## src/rtl/ysyx_22051013_ifu.sv

```systemverilog
// Instruction fetch stage: owns the PC, issues one imem fetch at a time, holds the result for IF/ID.
// Optional static branch prediction on the held instruction is enabled by defining IFU_STATIC_BP_EN.
module ysyx_22051013_ifu #(
    parameter int                ADDR_W   = 64,
    parameter int                INST_W   = 32,
    parameter logic [ADDR_W-1:0] RESET_PC = 64'h8000_0000
) (
    input  logic              clk,
    input  logic              rst,
    output logic              imem_req_valid,
    input  logic              imem_req_ready,
    output logic [ADDR_W-1:0] imem_req_addr,
    input  logic              imem_resp_valid,
    input  logic [INST_W-1:0] imem_resp_data,
    input  logic              ex_redirect,
    input  logic [ADDR_W-1:0] ex_redirect_pc,
    input  logic              id_ready,
    output logic              if_valid,
    output logic [INST_W-1:0] if_inst,
    output logic [ADDR_W-1:0] if_pc,
    output logic              bpu_jump
);

    // Handshakes: a request transfers on a cycle with imem_req_valid & imem_req_ready; the held
    // instruction retires on if_valid & id_ready. Valid never drops and the address/payload never
    // change while waiting for ready, except when ex_redirect flushes the stage.
    typedef enum logic [1:0] {
        S_IDLE = 2'd0,
        S_REQ  = 2'd1,
        S_WAIT = 2'd2,
        S_OUT  = 2'd3
    } state_e;

    state_e              state_q, state_d;
    logic [ADDR_W-1:0]   pc_q, pc_d;
    logic                drop_q, drop_d;
    logic [INST_W-1:0]   if_inst_q;
    logic [ADDR_W-1:0]   if_pc_q;
    logic                latch;
    logic [ADDR_W-1:0]   next_pc;

`ifdef IFU_STATIC_BP_EN
    logic              is_jal;
    logic              is_bwd_br;
    logic [ADDR_W-1:0] imm_j;
    logic [ADDR_W-1:0] imm_b;

    assign is_jal    = (if_inst_q[6:0] == 7'b1101111);
    assign is_bwd_br = (if_inst_q[6:0] == 7'b1100011) && if_inst_q[31];
    assign imm_j = {{(ADDR_W-21){if_inst_q[31]}}, if_inst_q[31], if_inst_q[19:12],
                    if_inst_q[20], if_inst_q[30:21], 1'b0};
    assign imm_b = {{(ADDR_W-13){if_inst_q[31]}}, if_inst_q[31], if_inst_q[7],
                    if_inst_q[30:25], if_inst_q[11:8], 1'b0};

    always_comb begin
        next_pc = pc_q + ADDR_W'(4);
        if (is_jal) begin
            next_pc = pc_q + imm_j;
        end else if (is_bwd_br) begin
            next_pc = pc_q + imm_b;
        end
    end

    assign bpu_jump = is_jal | is_bwd_br;
`else
    assign next_pc  = pc_q + ADDR_W'(4);
    assign bpu_jump = 1'b0;
`endif

    always_comb begin
        state_d = state_q;
        pc_d    = pc_q;
        drop_d  = drop_q;
        latch   = 1'b0;
        case (state_q)
            S_IDLE: state_d = S_REQ;
            S_REQ: begin
                if (imem_req_ready) begin
                    state_d = S_WAIT;
                end
            end
            S_WAIT: begin
                if (imem_resp_valid) begin
                    state_d = drop_q ? S_REQ : S_OUT;
                    latch   = !drop_q;
                    drop_d  = 1'b0;
                end
            end
            S_OUT: begin
                if (id_ready) begin
                    state_d = S_REQ;
                    pc_d    = next_pc;
                end
            end
            default: state_d = S_IDLE;
        endcase
        // A redirect with no response yet leaves a stale fetch in flight; wait it out with drop set.
        if (ex_redirect) begin
            pc_d  = ex_redirect_pc;
            latch = 1'b0;
            if (state_q == S_WAIT && !imem_resp_valid) begin
                state_d = S_WAIT;
                drop_d  = 1'b1;
            end else begin
                state_d = S_REQ;
                drop_d  = 1'b0;
            end
        end
    end

    always_ff @(posedge clk) begin
        if (rst) begin
            state_q   <= S_IDLE;
            pc_q      <= RESET_PC;
            drop_q    <= 1'b0;
            if_inst_q <= '0;
            if_pc_q   <= '0;
        end else begin
            state_q <= state_d;
            pc_q    <= pc_d;
            drop_q  <= drop_d;
            if (latch) begin
                if_inst_q <= imem_resp_data;
                if_pc_q   <= pc_q;
            end
        end
    end

    assign imem_req_valid = (state_q == S_REQ);
    assign imem_req_addr  = pc_q;
    assign if_valid       = (state_q == S_OUT);
    assign if_inst        = if_inst_q;
    assign if_pc          = if_pc_q;

endmodule

```

## config.mk

```make
export PLATFORM = sky130hd
export DESIGN_NAME = ysyx_22051013_ifu
export DESIGN_NICKNAME = d
export VERILOG_FILES = /design/src/rtl/ysyx_22051013_ifu.sv
export SDC_FILE = /design/constraint.sdc
export NUM_CORES = 1
export LEC_CHECK = 0
export CORE_MARGIN = 10
export CORE_UTILIZATION = 30
export CTS_CLUSTER_DIAMETER = 40
export DETAILED_ROUTE_END_ITERATION = 8
export GPL_ROUTABILITY_DRIVEN = 0
export GPL_TIMING_DRIVEN = 0
export PLACE_DENSITY_LB_ADDON = 0.25
export SLEW_MARGIN = 25
export SYNTH_ARGS = -nofsm -noshare
export SYNTH_HDL_FRONTEND = slang
export SYNTH_SLANG_ARGS = --single-unit
```

## constraint.sdc

```tcl
create_clock -name clk -period 2.7 [get_ports clk]
set_input_delay 0.54 -clock clk [delete_from_list [all_inputs] [get_ports clk]]
set_output_delay 0.54 -clock clk [all_outputs]
set_load 0.02 [all_outputs]
```

# Yosys cells after proc, flatten, opt, wreduce, memory -nomap -nowiden
# Cells that the tools add are included.
[word_totals]
input_bits = 102
register_bits = 163
[classes]
eq_ne = 6
n_reduce_logical = 11
muxes = 17
n_addsub = 1
[ops]
columns = ["op", "n"]
rows = [
  ["$mux 64", 3],
  ["$add 64x3->64 const B", 1],
  ["$mux 2", 6],
  ["$pmux 2 s4", 1],
  ["$reduce_bool 2->1", 4],
  ["$mux 1", 7],
  ["$ne 3x3->1 const B", 2],
  ["$eq 2x2->1 const B", 2],
  ["$reduce_and 2->1", 2],
  ["$ne 3x1->1 const B", 1],
  ["$reduce_and 3->1", 1],
  ["$eq 2x1->1 const B", 1],
  ["$logic_not 1->1", 2],
  ["$logic_not 2->1", 1],
  ["$logic_and 1x1->1", 1],
]

# Logic depth before layout (Yosys ltp)
[logic_depth]
depth_word = 4
depth_mapped = 8
depth_no_buf = 7

# Worst setup path before layout
# Ideal clock, no wire load.
[synth_path]
path_type = "register -> register"
startpoint = "register pc_q[2], in the netlist imem_req_addr[2]"
endpoint = "register pc_q[46], in the netlist imem_req_addr[46]"
setup_slack_ns = 0.061
path_stages_with_launch = 8
t_required_ns = 2.609
n_path_buf = 1
t_arrival_ns = 2.548
path_cell_list = "dfxtp_1 -> ha_1 -> nand3_1 -> or4_4 -> or4_4 -> buf_6 -> or3_1 -> a311oi_1"
[synth_between]
elab_chain_len = 4
[synth_lines]
columns = ["element", "line_no", "rtl"]
rows = [
  ["start, declared", "35", "logic [ADDR_W-1:0] pc_q, pc_d;"],
  ["start signal, assigned", "120", "pc_q <= pc_d;"],
  ["$add 64x3->64", "66", "assign next_pc = pc_q + ADDR_W'(4);"],
  ["$mux 64", "90", "if (id_ready) begin"],
  ["$mux 64", "75", "case (state_q)"],
  ["$mux 64", "98", "if (ex_redirect) begin"],
]
# No other way between the ends. The select of a mux whose other input is x is not followed.
# A chain may end at the register's enable or synchronous reset.

# Final worst setup path
# Same ends and word-level chain as after synthesis.

==> impl_metrics.env <==
export IMPL_synth_cell_types=48
export IMPL_drc=0
export IMPL_worst_slew_pin_slew_ps=822
export IMPL_powerDensity_mw_per_mm2=518
export IMPL_antenna_cells=0
export IMPL_end_kind="flip-flop"
export IMPL_yosysWarnings=0
export IMPL_reg2reg_setup_slack_ps=90
export IMPL_maxSlewHeadroom=0.452
export IMPL_gr_total_overflow=0
export IMPL_drive_above_1_share=0.0782
export IMPL_via_count=7866
export IMPL_ios=265
export IMPL_gr_usage_met1=0.234
export IMPL_start_util=0.307
export IMPL_fin_nets=1320
export IMPL_wirelength_mm=30.3
export IMPL_worstPathArrival_ps=2950
export IMPL_grt_start_max_net_pins=17
export IMPL_cts_clk_slew_worst_paths_ps=70
export IMPL_layout_common_cells="clkdlybuf4s50_1, nand2_1, dfxtp_1, a21oi_1, nor2_1"
export IMPL_fp_dieH_um=176
export IMPL_crit_reg2reg_launch="imem_req_addr[2]$_SDFFE_PP0N_"
export IMPL_core_region_area_mm2=0.0237
export IMPL_via_per_inst=5.09
export IMPL_met2_usage=0.312
export IMPL_cts_buffer_depth=2
export IMPL_fillers=2435
export IMPL_yosysTopAreaCell="dfxtp_1"
export IMPL_power_leakage_nw=3.66
export IMPL_syn_to_final_growth_pct=53.2
export IMPL_synth_edf_count=0
export IMPL_setup_violations=0
export IMPL_clock_latency_ps=430
export IMPL_synthesis_nets=1021
export IMPL_crit_path_end="imem_req_addr[46]$_SDFFE_PP0N_"
export IMPL_synth_async_reset_ratio=0
export IMPL_synth_area_mm2=0.00727
export IMPL_die_area_mm2=0.0309
export IMPL_maxCapViolCount=0
export IMPL_cts_hold_buffers=0
export IMPL_hpwl_mm=22.7
export IMPL_grt_usage=0.189
export IMPL_final_area_mm2=0.0111
export IMPL_antenna_left=0
export IMPL_drt_iter0_drc=579
export IMPL_slowest_delay_ps=610
export IMPL_status="complete, no violations"
export IMPL_r2r_end="imem_req_addr[46]$_SDFFE_PP0N_"
export IMPL_cp_required_ps=3040
export IMPL_synth_top_area_share=0.449
export IMPL_ys_flop_type="dfxtp_1"
export IMPL_hp_class="reg2reg"
export IMPL_worstSetupPathDepth=7
export IMPL_grt_pass1_wl_mm=45.7
export IMPL_skew_ps=11.9
export IMPL_synthTopCellsByArea="dfxtp_1, nand2_1, a21oi_1, nor2_1, a311oi_1"
export IMPL_wl_per_cell_um=19.6
export IMPL_syn_area_per_cell_um2=7.94
export IMPL_final_util=0.470
export IMPL_layout_commonest_cell="clkdlybuf4s50_1"
export IMPL_min_path_cells=2
export IMPL_dp_slack_ps=-565
export IMPL_placement_io_buffers=262
export IMPL_grt_pass1_vias=7502
export IMPL_die_x_um=176
export IMPL_ys_seq_area_frac=0.449
export IMPL_dpl_cell_count=1496
export IMPL_vdd_ir_drop_max_mv=0.324
export IMPL_fin_cells=1546
export IMPL_crit_chain="ha_4, nand3_2, or4_4, or4_4, buf_8, or3_1, a311oi_1"
export IMPL_h_tree_depth=4
export IMPL_path_common_cell="or4_4"
export IMPL_cp_start_kind="flip-flop"
export IMPL_syn_inst=915
export IMPL_max_freq_ghz=0.383
export IMPL_slowest_stage="or4_4"
export IMPL_cp_startpoint="imem_req_addr[2]$_SDFFE_PP0N_"
export IMPL_slew_violations=0
export IMPL_rows=56
export IMPL_cts_inserted_buffers=17
export IMPL_grtUsageMet3=0.0528
export IMPL_dr_pass1_iters=5
export IMPL_place_area_mm2=0.0103
export IMPL_fin_crit_sh=0.967
export IMPL_clkSinkCount=163
export IMPL_ys_ff_latch=163
export IMPL_crit_fanout=6
export IMPL_crit_family="simple AND/OR/NAND/NOR gates"
export IMPL_worst_slack_ps=89.2
export IMPL_tritoncts="yes"
export IMPL_critPathKind="reg2reg"
export IMPL_critPathBufInv=1
export IMPL_hold_viol_final=0
export IMPL_antenna_found_initial=1
export IMPL_fin_crit_ps=2610
export IMPL_cts_root_buffer="clkbuf_16"
export IMPL_reg2reg_depth=7
export IMPL_top_usage_layer="met2"
worst min path at each step:
stage	endpoint	slack (ps)	start
floorplan	if_inst[0]$_SDFFE_PP0P_	530	if_inst[0]$_SDFFE_PP0P_
global placement	if_pc[15]$_SDFFE_PP0P_	440	if_pc[15]$_SDFFE_PP0P_
detailed placement	if_pc[24]$_SDFFE_PP0P_	450	if_pc[24]$_SDFFE_PP0P_
CTS	if_pc[24]$_SDFFE_PP0P_	460	if_pc[24]$_SDFFE_PP0P_
global route	if_inst[17]$_SDFFE_PP0P_	470	if_inst[17]$_SDFFE_PP0P_
finish	if_pc[24]$_SDFFE_PP0P_	450	if_pc[24]$_SDFFE_PP0P_
per-stage QoR:
| stage | total power [W] | hold slack (ps) | setup TNS, ps |
|---|---|---|---|
| after global routing | 0.00600 | 474 | -3.47 |
| after CTS | 0.00581 | 456 | 0 |
| after global placement | 0.00337 | 441 | -26890 |
| after floorplan | 0.00294 | 535 | 0 |
| final | 0.00577 | 452 | 0 |
| after detailed placement | 0.00337 | 446 | -29210 |
layer usage:
layer | share of wire | up-vias
met5 | 0.00043 | -
met4 | 0.015 | 2
met3 | 0.069 | 30
met2 | 0.49 | 244
met1 | 0.43 | 3753
li1 | - | 3837
what timing repair did:
item,4_1_cts,5_1_grt
setup endpoints to repair,32,36
pin swaps,2,8
resized for setup,11,33
setup buffers,4,14
worst register-to-register path, delay by kind of cell, from the launching register on:
kind | cells | cell delay [ps]
adder cells (fa/ha/maj) | 1 | 160
flip-flops | 1 | 370
buffers and inverters | 1 | 160
AO/OA/AOI/OAI | 1 | 260
AND/OR/NAND/NOR | 4 | 1580
cell families (layout without fill, tap and decap cells):
group	after synthesis	after routing	share of synthesized area
AOI/OAI and AO/OA	192	192	0.161
xor gates and xnor gates	31	31	0.0374
adders and majority gates	4	4	0.00689
buffers and inverters	76	388	0.0460
DFF	163	163	0.449
muxes	9	9	0.0124
other	1	1	0.000516
and+or+nand+nor	439	439	0.286
cells in the mapped netlist (all sizes together) (5+ instances only):
library cell  instances
nand2b                6
nand2               226
or4                  17
nand3                21
a21oi               109
or3                  19
a311oi               25
nor3                  5
and2                  5
inv                  14
nand4                29
xor2                 12
a211oi               21
buf                  10
dfxtp               163
clkbuf               49
o21ai                16
nor2                 69
mux2i                 9
and3                 12
o31ai                 9
nor4                 16
and4                  7
xnor2                19
sequential cells by signal, summed over array words and instances (netlist names):
register       flops
drop_q             1
if_inst           32
if_pc             64
imem_req_addr     64
state_q            2
power by group:
group	internal [W]	leakage, nW	total [W]	switching (W)
registers	0.00248	1.34	0.00262	0.000137
clock network	0.00130	0.273	0.00243	0.00113
logic	0.000362	2.05	0.000716	0.000355
area by class of cell:
class,instances,area (µm²),share of cell area
flip-flops and latches,163,3300,0.297
plain buffers,61,287,0.0257
inverters,15,56.3,0.00506
clock buffers,18,429,0.0385
well taps,319,399,0.0358
repair buffers,280,2770,0.249
multi-input cells,676,3740,0.336
clock inverters,14,145,0.0130
Power figures use the tool's default switching activity.
==> RTL edit, RTL diff (same flow settings) <==
Make the reset (`rst`) asynchronous in one clocked block.
--- a/src/rtl/ysyx_22051013_ifu.sv
+++ b/src/rtl/ysyx_22051013_ifu.sv
@@ -108,7 +108,7 @@
         end
     end
 
-    always_ff @(posedge clk) begin
+    always_ff @(posedge clk or posedge rst) begin
         if (rst) begin
             state_q   <= S_IDLE;
             pc_q      <= RESET_PC;
Behaviour: differs if rst is asserted again (counterexample within 4 cycles, from zero or initial values and one cycle with rst high); with rst held inactive, the same outputs for 4 cycles.
==> RTL edit against the unedited design <==
Wire length fell by 12%; maximum frequency rose by 1.0%; worst setup slack improved by 26 ps; via count fell by 19%; global-route usage fell by 2.4 points; sequential cell count did not move; synthesized area rose by 3.1%; hold slack improved by 53 ps; final area rose by 3.9%.
Power is not compared: it rests on default switching activity, and its combinational part moved more than twofold at a synthesized area within 25%.
==> RTL edit: results (changes against the unedited design) <==
metric,value,unit,change
wl_per_cell,20.19,um,+3.1%
cp.arrival,2950,ps,about the same
drt_iter0_drc,341,,-41%
crit_fanout,10,,+4
signal_buffers,327,,-4.1%
grt_pass1_vias,6704,,-11%
synth_top_flop_cell,dfrtp_1,,
fin_nets,1082,,-18%
buffer_area_frac,0.2687,,-0.006087
use_met2,0.2620,,-0.05046
yosys-top-cells-area,"dfrtp_1, mux2_2, nand2_1",,
seqCellArea,0.004094,sq mm,+24%
dp_hpwl,20140,um,-11%
multi_input_area_share,0.2881,,-0.04796
grt.total_usage,0.1645,,-0.02428
seq_cells,163,,unchanged
synth-compound-area-share,0.06260,,-0.09887
holdPathStages,1,,-1
slew_headroom,0.5158,,+0.06365
fillCellCount,2293,,-5.8%
synth_fa_ha_area_frac,0.006678,,-0.0002081
critPathLaunch,imem_req_addr[5],,
yosysSeqAreaShare,0.5444,,+0.09545
n_antenna_cell,2,,+2
status,"complete, no violations",,
dr.pass1.iters,4,,-1
wl_met2,12210,um,-17%
synth_nets,770,,-25%
worstHoldStart,if_pc[49],,
worstReg2RegStart,imem_req_addr[5],,
synthCells,664,,-27%
final_cells,1315,,-15%
gr-usage-met3,0.07040,,+0.01765
cp-endpoint,imem_req_addr[48],,
portBuffers,263,,+0.38%
rrSetupSlack,120,ps,+30 ps
yosys.area_share.xor_xnor,0.04441,,+0.007052
crit_path_max_incr_delay,570,ps,-40 ps
grt_antenna_before_repair,2,,+1
grt_max_degree,30,,+13
cp_slowest_cell,or4_4,,
r2r_cells,6,,-1
synth_cell_type_count,45,,-6.3%
vias,6406,,-19%
skew,10.03,ps,-1.900 ps
async_flop_share,1.000,,+1.000
grt_first_pass_wirelength,40140,um,-12%
clk_share,0.04912,,-0.002455
inverters,13,,-2
synth_mux_area_frac,0.1541,,+0.1417
met1Wirelength,11300,um,-13%
layout.comb_gates.multi_input,454,,-33%
grt_util_met1,0.2002,,-0.03403
layout-drive-gt1-share,0.2113,,+0.1331
-- RTL edit: metrics by stage --
step	util	setup WS (ps)	instance area [sq um]
2_1_floorplan	-	19.86	7498
3_3_place_gp	0.4307	-1625	10540
3_5_place_dp	0.4370	-827.7	10690
4_1_cts	0.4657	5.631	11390
5_1_grt	0.4725	-50.88	11560
6_report	0.4727	115.4	11560
-- RTL edit: what timing repair did --
| item | 4_1_cts | 5_1_grt |
|---|---|---|
| buffers inserted | 9 | 16 |
| endpoints found under the setup margin | 82 | 55 |
| pin swaps | 4 | 5 |
| gates resized for setup | 20 | 20 |
| hold buffers | 0 | 0 |
-- RTL edit: critical path, delay by kind of cell (launching register included) --
family / cells / cell delay (ps)
AND/OR/NAND/NOR: 5 / 1910
flip-flops: 1 / 440
buffers and inverters: 1 / 160
-- RTL edit: worst min-delay path by stage --
stage	to	slack, ps
detailed placement	if_pc[11]	490
global placement	if_inst[5]	490
CTS	if_pc[52]	510
floorplan	drop_q	570
finish	if_pc[49]	510
global route	if_inst[0]	510
